`src/rtl/pipeline_ctrl_pkg.sv`:
```
// Shared definitions for the fetch-stage pipeline controller.
package pipeline_ctrl_pkg;

   // BOOT holds the PC for one cycle, RUN is normal flow, FLUSH squashes
   // the extra front-end slots left behind by a taken branch.
   typedef enum logic [1:0] {
      BOOT  = 2'd0,
      RUN   = 2'd1,
      FLUSH = 2'd2
   } fetch_state_e;

   // addi x0, x0, 0 -- the encoding IF/ID and ID/EX load when cleared.
   localparam logic [31:0] NOP_INSN = 32'h0000_0013;

   localparam int REG_W_DEFAULT = 5;

endpackage

```
`src/rtl/fetch_hazard_control_sat_counter.sv`:
```
// Saturating up-counter: sticks at all-ones instead of wrapping.
module sat_counter #(
   parameter int COUNT_W = 16
) (
   input  logic               clk_i,
   input  logic               rst_ni,
   input  logic               en_i,
   input  logic               clear_i,
   output logic [COUNT_W-1:0] count_o
);

   logic [COUNT_W-1:0] count_q;
   logic [COUNT_W-1:0] count_d;

   // Next count: clear wins, otherwise increment unless already saturated.
   always_comb begin
      count_d = count_q;
      if (clear_i) begin
         count_d = '0;
      end else if (en_i && (count_q != '1)) begin
         count_d = count_q + COUNT_W'(1);
      end
   end

   // Count register.
   always_ff @(posedge clk_i or negedge rst_ni) begin
      if (!rst_ni) begin
         count_q <= '0;
      end else begin
         count_q <= count_d;
      end
   end

   assign count_o = count_q;

endmodule

```
`src/rtl/fetch_hazard_control.sv`:
```
// Fetch-stage stall/flush sequencer with load-use detection and
// saturating stall/flush performance counters.
//
// state | meaning
// BOOT  | one cycle after reset: PC held so instruction memory settles
// RUN   | normal fetch; handles freeze, redirect, load-use stall
// FLUSH | extra squash cycles after a taken branch (FLUSH_CYCLES > 1)
module fetch_hazard_control
   import pipeline_ctrl_pkg::*;
#(
   parameter int XLEN         = 32,
   parameter int REG_W        = REG_W_DEFAULT,
   parameter int FLUSH_CYCLES = 1,
   parameter int COUNT_W      = 16
) (
   input  logic               clock,
   input  logic               reset,
   input  logic               ext_stall,
   input  logic [REG_W-1:0]   id_rs1,
   input  logic [REG_W-1:0]   id_rs2,
   input  logic               id_uses_rs1,
   input  logic               id_uses_rs2,
   input  logic               ex_mem_read,
   input  logic [REG_W-1:0]   ex_rd,
   input  logic               branch_taken,
   input  logic [XLEN-1:0]    branch_target,
   output logic               load_pc,
   output logic               load_if_id_register,
   output logic               mux_sel,
   output logic [XLEN-1:0]    pc_branch_value,
   output logic               if_id_flush,
   output logic               id_ex_bubble,
   output logic [COUNT_W-1:0] stall_count,
   output logic [COUNT_W-1:0] flush_count
);

   // The branch cycle itself is the first squash slot, so FLUSH covers the rest.
   localparam logic [1:0] FLUSH_INIT = 2'(FLUSH_CYCLES - 1);

   fetch_state_e state_q, state_d;
   logic [1:0]   flush_left_q, flush_left_d;
   logic         load_use;
   logic         stall_inc;
   logic         flush_inc;
   logic         cnt_clear;

   // A register index of zero is hardwired, so a load to x0 never hazards.
   assign load_use = ex_mem_read && (ex_rd != '0) &&
                     ((id_uses_rs1 && (id_rs1 == ex_rd)) ||
                      (id_uses_rs2 && (id_rs2 == ex_rd)));

   assign cnt_clear = (state_q == BOOT);

   // Next state and Mealy control outputs; everything forced low during reset.
   always_comb begin
      state_d             = state_q;
      flush_left_d        = flush_left_q;
      load_pc             = 1'b0;
      load_if_id_register = 1'b0;
      mux_sel             = 1'b0;
      pc_branch_value     = '0;
      if_id_flush         = 1'b0;
      id_ex_bubble        = 1'b0;
      stall_inc           = 1'b0;
      flush_inc           = 1'b0;

      case (state_q)
         BOOT: begin
            id_ex_bubble = 1'b1;
            state_d      = RUN;
         end
         RUN: begin
            if (ext_stall) begin
               // EX is frozen too, so a pending branch will be re-presented.
               stall_inc = 1'b1;
            end else if (branch_taken) begin
               load_pc             = 1'b1;
               load_if_id_register = 1'b1;
               mux_sel             = 1'b1;
               pc_branch_value     = branch_target;
               if_id_flush         = 1'b1;
               id_ex_bubble        = 1'b1;
               flush_inc           = 1'b1;
               if (FLUSH_CYCLES > 1) begin
                  flush_left_d = FLUSH_INIT;
                  state_d      = FLUSH;
               end
            end else if (load_use) begin
               id_ex_bubble = 1'b1;
               stall_inc    = 1'b1;
            end else begin
               load_pc             = 1'b1;
               load_if_id_register = 1'b1;
            end
         end
         FLUSH: begin
            if_id_flush  = 1'b1;
            id_ex_bubble = 1'b1;
            if (ext_stall) begin
               stall_inc = 1'b1;
            end else begin
               load_pc             = 1'b1;
               load_if_id_register = 1'b1;
               if (flush_left_q <= 2'd1) begin
                  state_d = RUN;
               end else begin
                  flush_left_d = flush_left_q - 2'd1;
               end
            end
         end
         default: begin
            state_d = BOOT;
         end
      endcase

      if (!reset) begin
         load_pc             = 1'b0;
         load_if_id_register = 1'b0;
         mux_sel             = 1'b0;
         pc_branch_value     = '0;
         if_id_flush         = 1'b0;
         id_ex_bubble        = 1'b0;
         stall_inc           = 1'b0;
         flush_inc           = 1'b0;
      end
   end

   // State and flush down-counter registers.
   always_ff @(posedge clock or negedge reset) begin
      if (!reset) begin
         state_q      <= BOOT;
         flush_left_q <= 2'd0;
      end else begin
         state_q      <= state_d;
         flush_left_q <= flush_left_d;
      end
   end

   sat_counter #(.COUNT_W(COUNT_W)) u_stall_cnt (
      .clk_i   (clock),
      .rst_ni  (reset),
      .en_i    (stall_inc),
      .clear_i (cnt_clear),
      .count_o (stall_count)
   );

   sat_counter #(.COUNT_W(COUNT_W)) u_flush_cnt (
      .clk_i   (clock),
      .rst_ni  (reset),
      .en_i    (flush_inc),
      .clear_i (cnt_clear),
      .count_o (flush_count)
   );

endmodule

```
`config.mk`:
```
export PLATFORM = sky130hd
export DESIGN_NAME = fetch_hazard_control
export DESIGN_NICKNAME = d
export VERILOG_FILES = /design/src/rtl/pipeline_ctrl_pkg.sv /design/src/rtl/fetch_hazard_control_sat_counter.sv /design/src/rtl/fetch_hazard_control.sv
export SDC_FILE = /design/constraint.sdc
export NUM_CORES = 1
export LEC_CHECK = 0
export BUFFER_PORTS_ARGS = -buffer_cell sky130_fd_sc_hd__buf_2
export CAP_MARGIN = 5
export CELL_PAD_IN_SITES_DETAIL_PLACEMENT = 1
export CELL_PAD_IN_SITES_GLOBAL_PLACEMENT = 1
export CORE_MARGIN = 10
export CORE_UTILIZATION = 32
export CTS_BUF_LIST = sky130_fd_sc_hd__clkbuf_8
export DETAILED_ROUTE_END_ITERATION = 16
export PLACE_DENSITY_LB_ADDON = 0.1
export SYNTH_ARGS = -nofsm -noshare
export SYNTH_HDL_FRONTEND = slang
export SYNTH_SLANG_ARGS = --single-unit
export TNS_END_PERCENT = 1
```
`constraint.sdc`:
```
create_clock -name clock -period 3.95 [get_ports clock]
set_input_delay 1.185 -clock clock [delete_from_list [all_inputs] [get_ports clock]]
set_output_delay 1.185 -clock clock [all_outputs]
set_load 0.03 [all_outputs]
```
==> results of run 1 <==
## power by group through the flow
| stage | clock (mW) | sequential (mW) | combinational [mW] |
|---|---|---|---|
| after global routing | 0.278 | 0.343 | 0.118 |
| after CTS | 0.265 | 0.343 | 0.109 |
| after detailed placement | 0 | 0.350 | 0.109 |
| after floorplan | 0 | 0.353 | 0.0517 |
| after global placement | 0 | 0.350 | 0.106 |
| final | 0.254 | 0.343 | 0.106 |
## per-stage QoR
stage / area [sq um] / std cells / utilization [%] / setup WS [ps]
after global placement: 2890 / 444 / 43.0 / 192
after floorplan: 2210 / 249 / - / 57.5
final: 2970 / 452 / 44.2 / 173
after global routing: 2970 / 452 / 44.2 / 78.8
after CTS: 2970 / 452 / 44.2 / 159
after detailed placement: 2890 / 444 / 43.0 / 163
## metal layers
| metal | global-route usage [%] | vias to the layer above | part of all wire [%] |
|---|---|---|---|
| met5 | 0 | - | 0 |
| li1 | - | 1122 | - |
| met4 | 3.96 | 0 | 0.94 |
| met1 | 15.6 | 1111 | 41 |
| met3 | 4.76 | 5 | 6.6 |
| met2 | 24.9 | 57 | 51 |
## flip-flops by register name (all words and copies together) (netlist names)
signal,count
u_stall_cnt.count_o,16
state_q,1
u_flush_cnt.count_o,16
## worst max-delay path: cells and delay by family
| family | cells | cell delay [ps] |
|---|---|---|
| compound gates | 2 | 400 |
| buf+inv | 2 | 350 |
| simple gates | 2 | 650 |
## kinds of logic after synthesis
logic type               Yosys count  share of synthesized area, %
AO/OA/AOI/OAI                     48                          13.9
AND/OR/NAND/NOR                  126                          34.5
multiplexers                       2                         0.912
XOR/XNOR                          20                          7.98
buffers and inverters             17                          3.82
adder cells (fa/ha/maj)            2                          1.14
flip-flops                        33                          37.6
other                              1                         0.171
## how the worst max path moves through the flow
stage,endpoint
floorplan,id_ex_bubble
global placement,load_if_id_register
detailed placement,load_if_id_register
CTS,load_if_id_register
global route,load_if_id_register
finish,load_if_id_register
## cells in the final DEF, fill, tap and decap left out, types with 6 or more instances in the layout
master and n:
xor2_1 10, inv_1 7, nand2_1 17, nor2_1 19, a21oi_1 18, xnor2_1 10
nand3_1 13, nand4_1 7, buf_2 122, o31ai_1 6, o21ai_0 10, and2_1 33
or3_1 10, dfrtp_1 33
## final cells by class
type	count	area share [%]
multi-input cells	199	43.7
flip-flops and latches	33	27.8
repair buffers	126	21.6
well taps	80	3.37
clock buffers	5	2.32
inverters	6	0.759
clock inverters	3	0.464
==> impl_metrics.toml, run 1 <==
[yosys]
syn-num-nets = 305
yosysUniqueCellTypes = 49
synth_top_area_share_pct = 37.6
synth_common_cells = "and2_1, dfrtp_1, nor2_1"
syn_inst = 249
synthTopCellsByArea = "dfrtp_1, and2_1, a21oi_1"
synth_edf_count = 0
ys_warn_count = 0
synthArstFlopShare_pct = 100
synthFlopType = "dfrtp_1"
synthesis.area_sq_um = 2190
yosys.area.top_type = "dfrtp_1"
seq_area_frac_synth_pct = 37.6
avgSynthCellArea_sq_um = 8.81
ys_ff_latch = 33

[placed_design]
place_congestion = 0.778
detailed_place_hpwl_mm = 5.98
portBuffers = 122

[run]
cap_violations = 0

[layout]
diodes = 0
area_growth_pct = 35.3
regArea_sq_um = 826
multi_input_area_sq_um = 1300
drive_above_1_share_pct = 40.3
nets = 427
fillCellCount = 873

[power]
pwr-share-seq_pct = 48.8
netSwitchingFraction_pct = 28.6
p_leak_nw = 1.50
peakVddDrop_uv = 101
power_mw = 0.703
internal_power_mw = 0.502
p_clk_share_pct = 36.2
p_per_area_nw_per_um2 = 237
comb_power_share_pct = 15.1
net-switching-power_mw = 0.201

[floorplan]
die_h_um = 103
rows = 30
ios = 123
die_w_um = 103
die-area_sq_um = 10600
core-area_sq_um = 6720
start_util_pct = 32.7

[setup_path]
reg2reg_depth = 7
slowest_delay_ps = 540
startpoint_type = "input port"
path_cells = "buf_2 > or4_1 > o21ai_2 > nor2_1 > a211oi_4 > buf_2"
crit_fanout = 3
crit_required_ps = 2760
reg2reg_setup_slack_ps = 1620
criticalPathCategory = "in -> out"
worstReg2RegEnd = "u_stall_cnt.count_o[1]"
timing.critical_path.mode_cell = "buf_2"
crit_path_end_kind = "output pin"
r2r-start = "u_stall_cnt.count_o[0]"
slowest_stage = "or4_1"
crit_start = "ex_rd[1]"
cp.arrival_ps = 2590

[grt]
overflow = 0
grt_pass1_vias = 2440
grt_max_degree = 40
track_usage_pct = 14.1
grt_first_pass_wirelength_mm = 12.0
antenna_found_initial = 0

[routing]
ant_nets = 0
drtPass1Iterations = 4
drt-initial-drc-count = 93
drc = 0
wire_per_inst_um = 16.7
num_vias = 2295
routed_wl_mm = 7.55
via_per_inst = 5.08

[hold_path]
hp-class = "reg -> reg"
worstHoldEndpoint = "u_flush_cnt.count_o[4]"
hold_depth = 1
holdCritStartpoint = "u_flush_cnt.count_o[4]"

[status]
outcome = "completed"

[clock_tree]
cts_tree = "yes"
numCtsBuffers = 5
cts_root_buffer = "clkbuf_8"
htree_levels = 2
cts.sinks = 33
clk_pin_slew_worst_paths_ps = 70
cts_resized = 0
clockBufferDepth = 2
cts_setup_buffers = 0
hold_buffers = 0
insertion_delay_ps = 290

[timing]
hold_viol = 0
rsz0062_at_grt = "no"
fmaxAchievable_ghz = 0.265
setup_viol = 0
worst_slew_pin_slew_ps = 1030
slew_violations = 0
slew_headroom_pct = 31.1
fin_crit_sh_pct = 95.6
fin_crit_ps = 3780
fin_setup_tns_ps = 0
whs_ps = 564
clock_skew_ps = 4.70
(Power assumes the default switching activity.)
==> run 2, diff against run 1 <==
ABC_AREA = 1   (was not set)
CORE_UTILIZATION = 33   (was 32)
==> impl_metrics.toml, run 2 <==
[status]
outcome = "completed"

[floorplan]
die_h_um = 111
die-area_sq_um = 12300
die_w_um = 111
ios = 123
rows = 33
core-area_sq_um = 8130
start_util_pct = 33.5

[layout]
nets = 592
diodes = 0
design_area_sq_um = 3550
drive_above_1_share_pct = 31.5
layout_common_cells = "buf_2, nand2_1, inv_1, nor2_1, nand3_1"
final_common_cell = "buf_2"
area_growth_pct = 30.0

[grt]
antenna_found_initial = 0
grt_first_pass_wirelength_mm = 16.2
grt_pass1_vias = 3188
overflow = 0
grt_max_degree = 50
track_usage_pct = 15.3

[yosys]
synthFlopType = "dfrtp_1"
yosysUniqueCellTypes = 28
syn-num-nets = 474
synthArstFlopShare_pct = 100
syn_inst = 418
synth_top_area_share_pct = 30.3
synthTopCellsByArea = "dfrtp_1, nand2_1, inv_1"
yosys.area.top_type = "dfrtp_1"
synth_common_cells = "nand2_1, inv_1, nor2_1"
seq_area_frac_synth_pct = 30.3
ys_ff_latch = 33
synthesis.area_sq_um = 2730
yosysMostFrequentCell = "nand2_1"
ys_warn_count = 0
avgSynthCellArea_sq_um = 6.53
synth_edf_count = 0

[power]
net-switching-power_mw = 0.237
p_clk_share_pct = 44.4
pwr-share-seq_pct = 39.5
peakVddDrop_uv = 121
internal_power_mw = 0.637
comb_power_share_pct = 16.1
p_leak_nw = 2.20
p_per_area_nw_per_um2 = 247
netSwitchingFraction_pct = 27.1

[timing]
hold_viol = 0
fmaxAchievable_ghz = 0.267
worst_slew_pin_slew_ps = 893
fin_crit_sh_pct = 94.9
fin_setup_tns_ps = 0
rsz0062_at_grt = "no"
setup_viol = 0
slew_headroom_pct = 40.4
clock_skew_ps = 14.4
fin_crit_ps = 3750
slew_violations = 0

[clock_tree]
clk_pin_slew_worst_paths_ps = 70
numCtsBuffers = 5
hold_buffers = 0
cts_setup_buffers = 0
cts.sinks = 33
htree_levels = 2
cts_root_buffer = "clkbuf_8"
insertion_delay_ps = 290
cts_tree = "yes"
cts_resized = 0
clockBufferDepth = 2

[setup_path]
crit_required_ps = 2760
startpoint_type = "input port"
crit_path_end_kind = "output pin"
crit_fanout = 32
cp.arrival_ps = 2560
criticalPathCategory = "in -> out"

[routing]
drt-initial-drc-count = 136
drc = 0
wire_per_inst_um = 14.8
routed_wl_mm = 9.53
num_vias = 3039
ant_nets = 0
drtPass1Iterations = 4
via_per_inst = 4.73

[placed_design]
portBuffers = 122
detailed_place_hpwl_mm = 7.63
place_area_sq_um = 3410
place_congestion = 0.763

[run]
cap_violations = 0

[hold_path]
hp-class = "reg -> reg"
## run 2: changes by cell type after synthesis, sizes merged, moves of 10 or more
| cell | delta |
|---|---|
| nand3 | +27 |
| and2 | -33 |
| or3 | -11 |
| nor3 | +10 |
| a21oi | -16 |
| nor2 | +46 |
| nand2 | +78 |
| nand4 | +20 |
| inv | +78 |
## run 2: through the flow
step	total power [mW]	setup slack [ps]	cells	hold WS, ps	utilization, %
global placement	0.492	271	634	536	41.9
global route	0.919	15.6	642	592	43.6
floorplan	0.436	126	418	688	-
detailed placement	0.495	215	634	546	41.9
finish	0.875	201	642	555	43.6
CTS	0.889	208	642	564	43.6
## run 2: final timing paths
| path | start | endpoint | slack (ps) | depth (start not counted) |
|---|---|---|---|---|
| hold reg to reg | u_flush_cnt.count_o[14] | u_flush_cnt.count_o[14] | 560 | 2 |
| max in group asynchronous | reset | u_stall_cnt.count_o[10] | 2650 | 2 |
| min in group asynchronous | reset | u_flush_cnt.count_o[5] | 960 | 2 |
| setup reg to reg | u_flush_cnt.count_o[0] | u_flush_cnt.count_o[7] | 1860 | 10 |
| hold / removal | u_flush_cnt.count_o[14] | u_flush_cnt.count_o[14] | 560 | 2 |
| setup / recovery | branch_taken | pc_branch_value[25] | 200 | 8 |
## run 2: cell families after synthesis
logic type	Yosys count	share of synthesized area [%]
adder cells (fa/ha/maj)	2	0.917
XOR/XNOR	16	5.14
flip-flops	33	30.3
buffers and inverters	100	15.0
AO/OA/AOI/OAI	20	4.95
AND/OR/NAND/NOR	246	43.5
other	1	0.137
## run 2: cell type report
| type | instances | area, sq um |
|---|---|---|
| inverter | 84 | 315 |
| fill | 1123 | 4590 |
| timing repair buffer | 127 | 648 |
| clock inverter | 3 | 65.1 |
| sequential | 33 | 826 |
| tap | 105 | 131 |
| clock buffer | 5 | 68.8 |
| multi-input combinational | 285 | 1490 |
## run 2: power groups by stage
stage / sequential, mW / clock [mW] / combinational [mW]
4_1_cts: 0.346 / 0.400 / 0.143
3_5_place_dp: 0.352 / 0 / 0.143
5_1_grt: 0.347 / 0.414 / 0.159
3_3_place_gp: 0.352 / 0 / 0.139
6_report: 0.346 / 0.388 / 0.141
2_1_floorplan: 0.357 / 0 / 0.0788
## run 2: routing by layer
metal / share of wire [%] / global-route usage [%] / up-vias / routed length, um
li1: - / - / 1536 / -
met1: 43 / 18.4 / 1433 / 4110
met2: 51 / 27.2 / 66 / 4870
met3: 5.0 / 3.79 / 4 / 477
met4: 0.73 / 2.78 / 0 / 70
met5: 0 / 0 / - / 0
## run 2: worst max-delay path, cell delays in order
cell and delay, ps:
buf_2 100, inv_1 60, nor2_1 40, inv_1 150, nor2_2 60, inv_1 650, nor2_1 110, buf_2 220
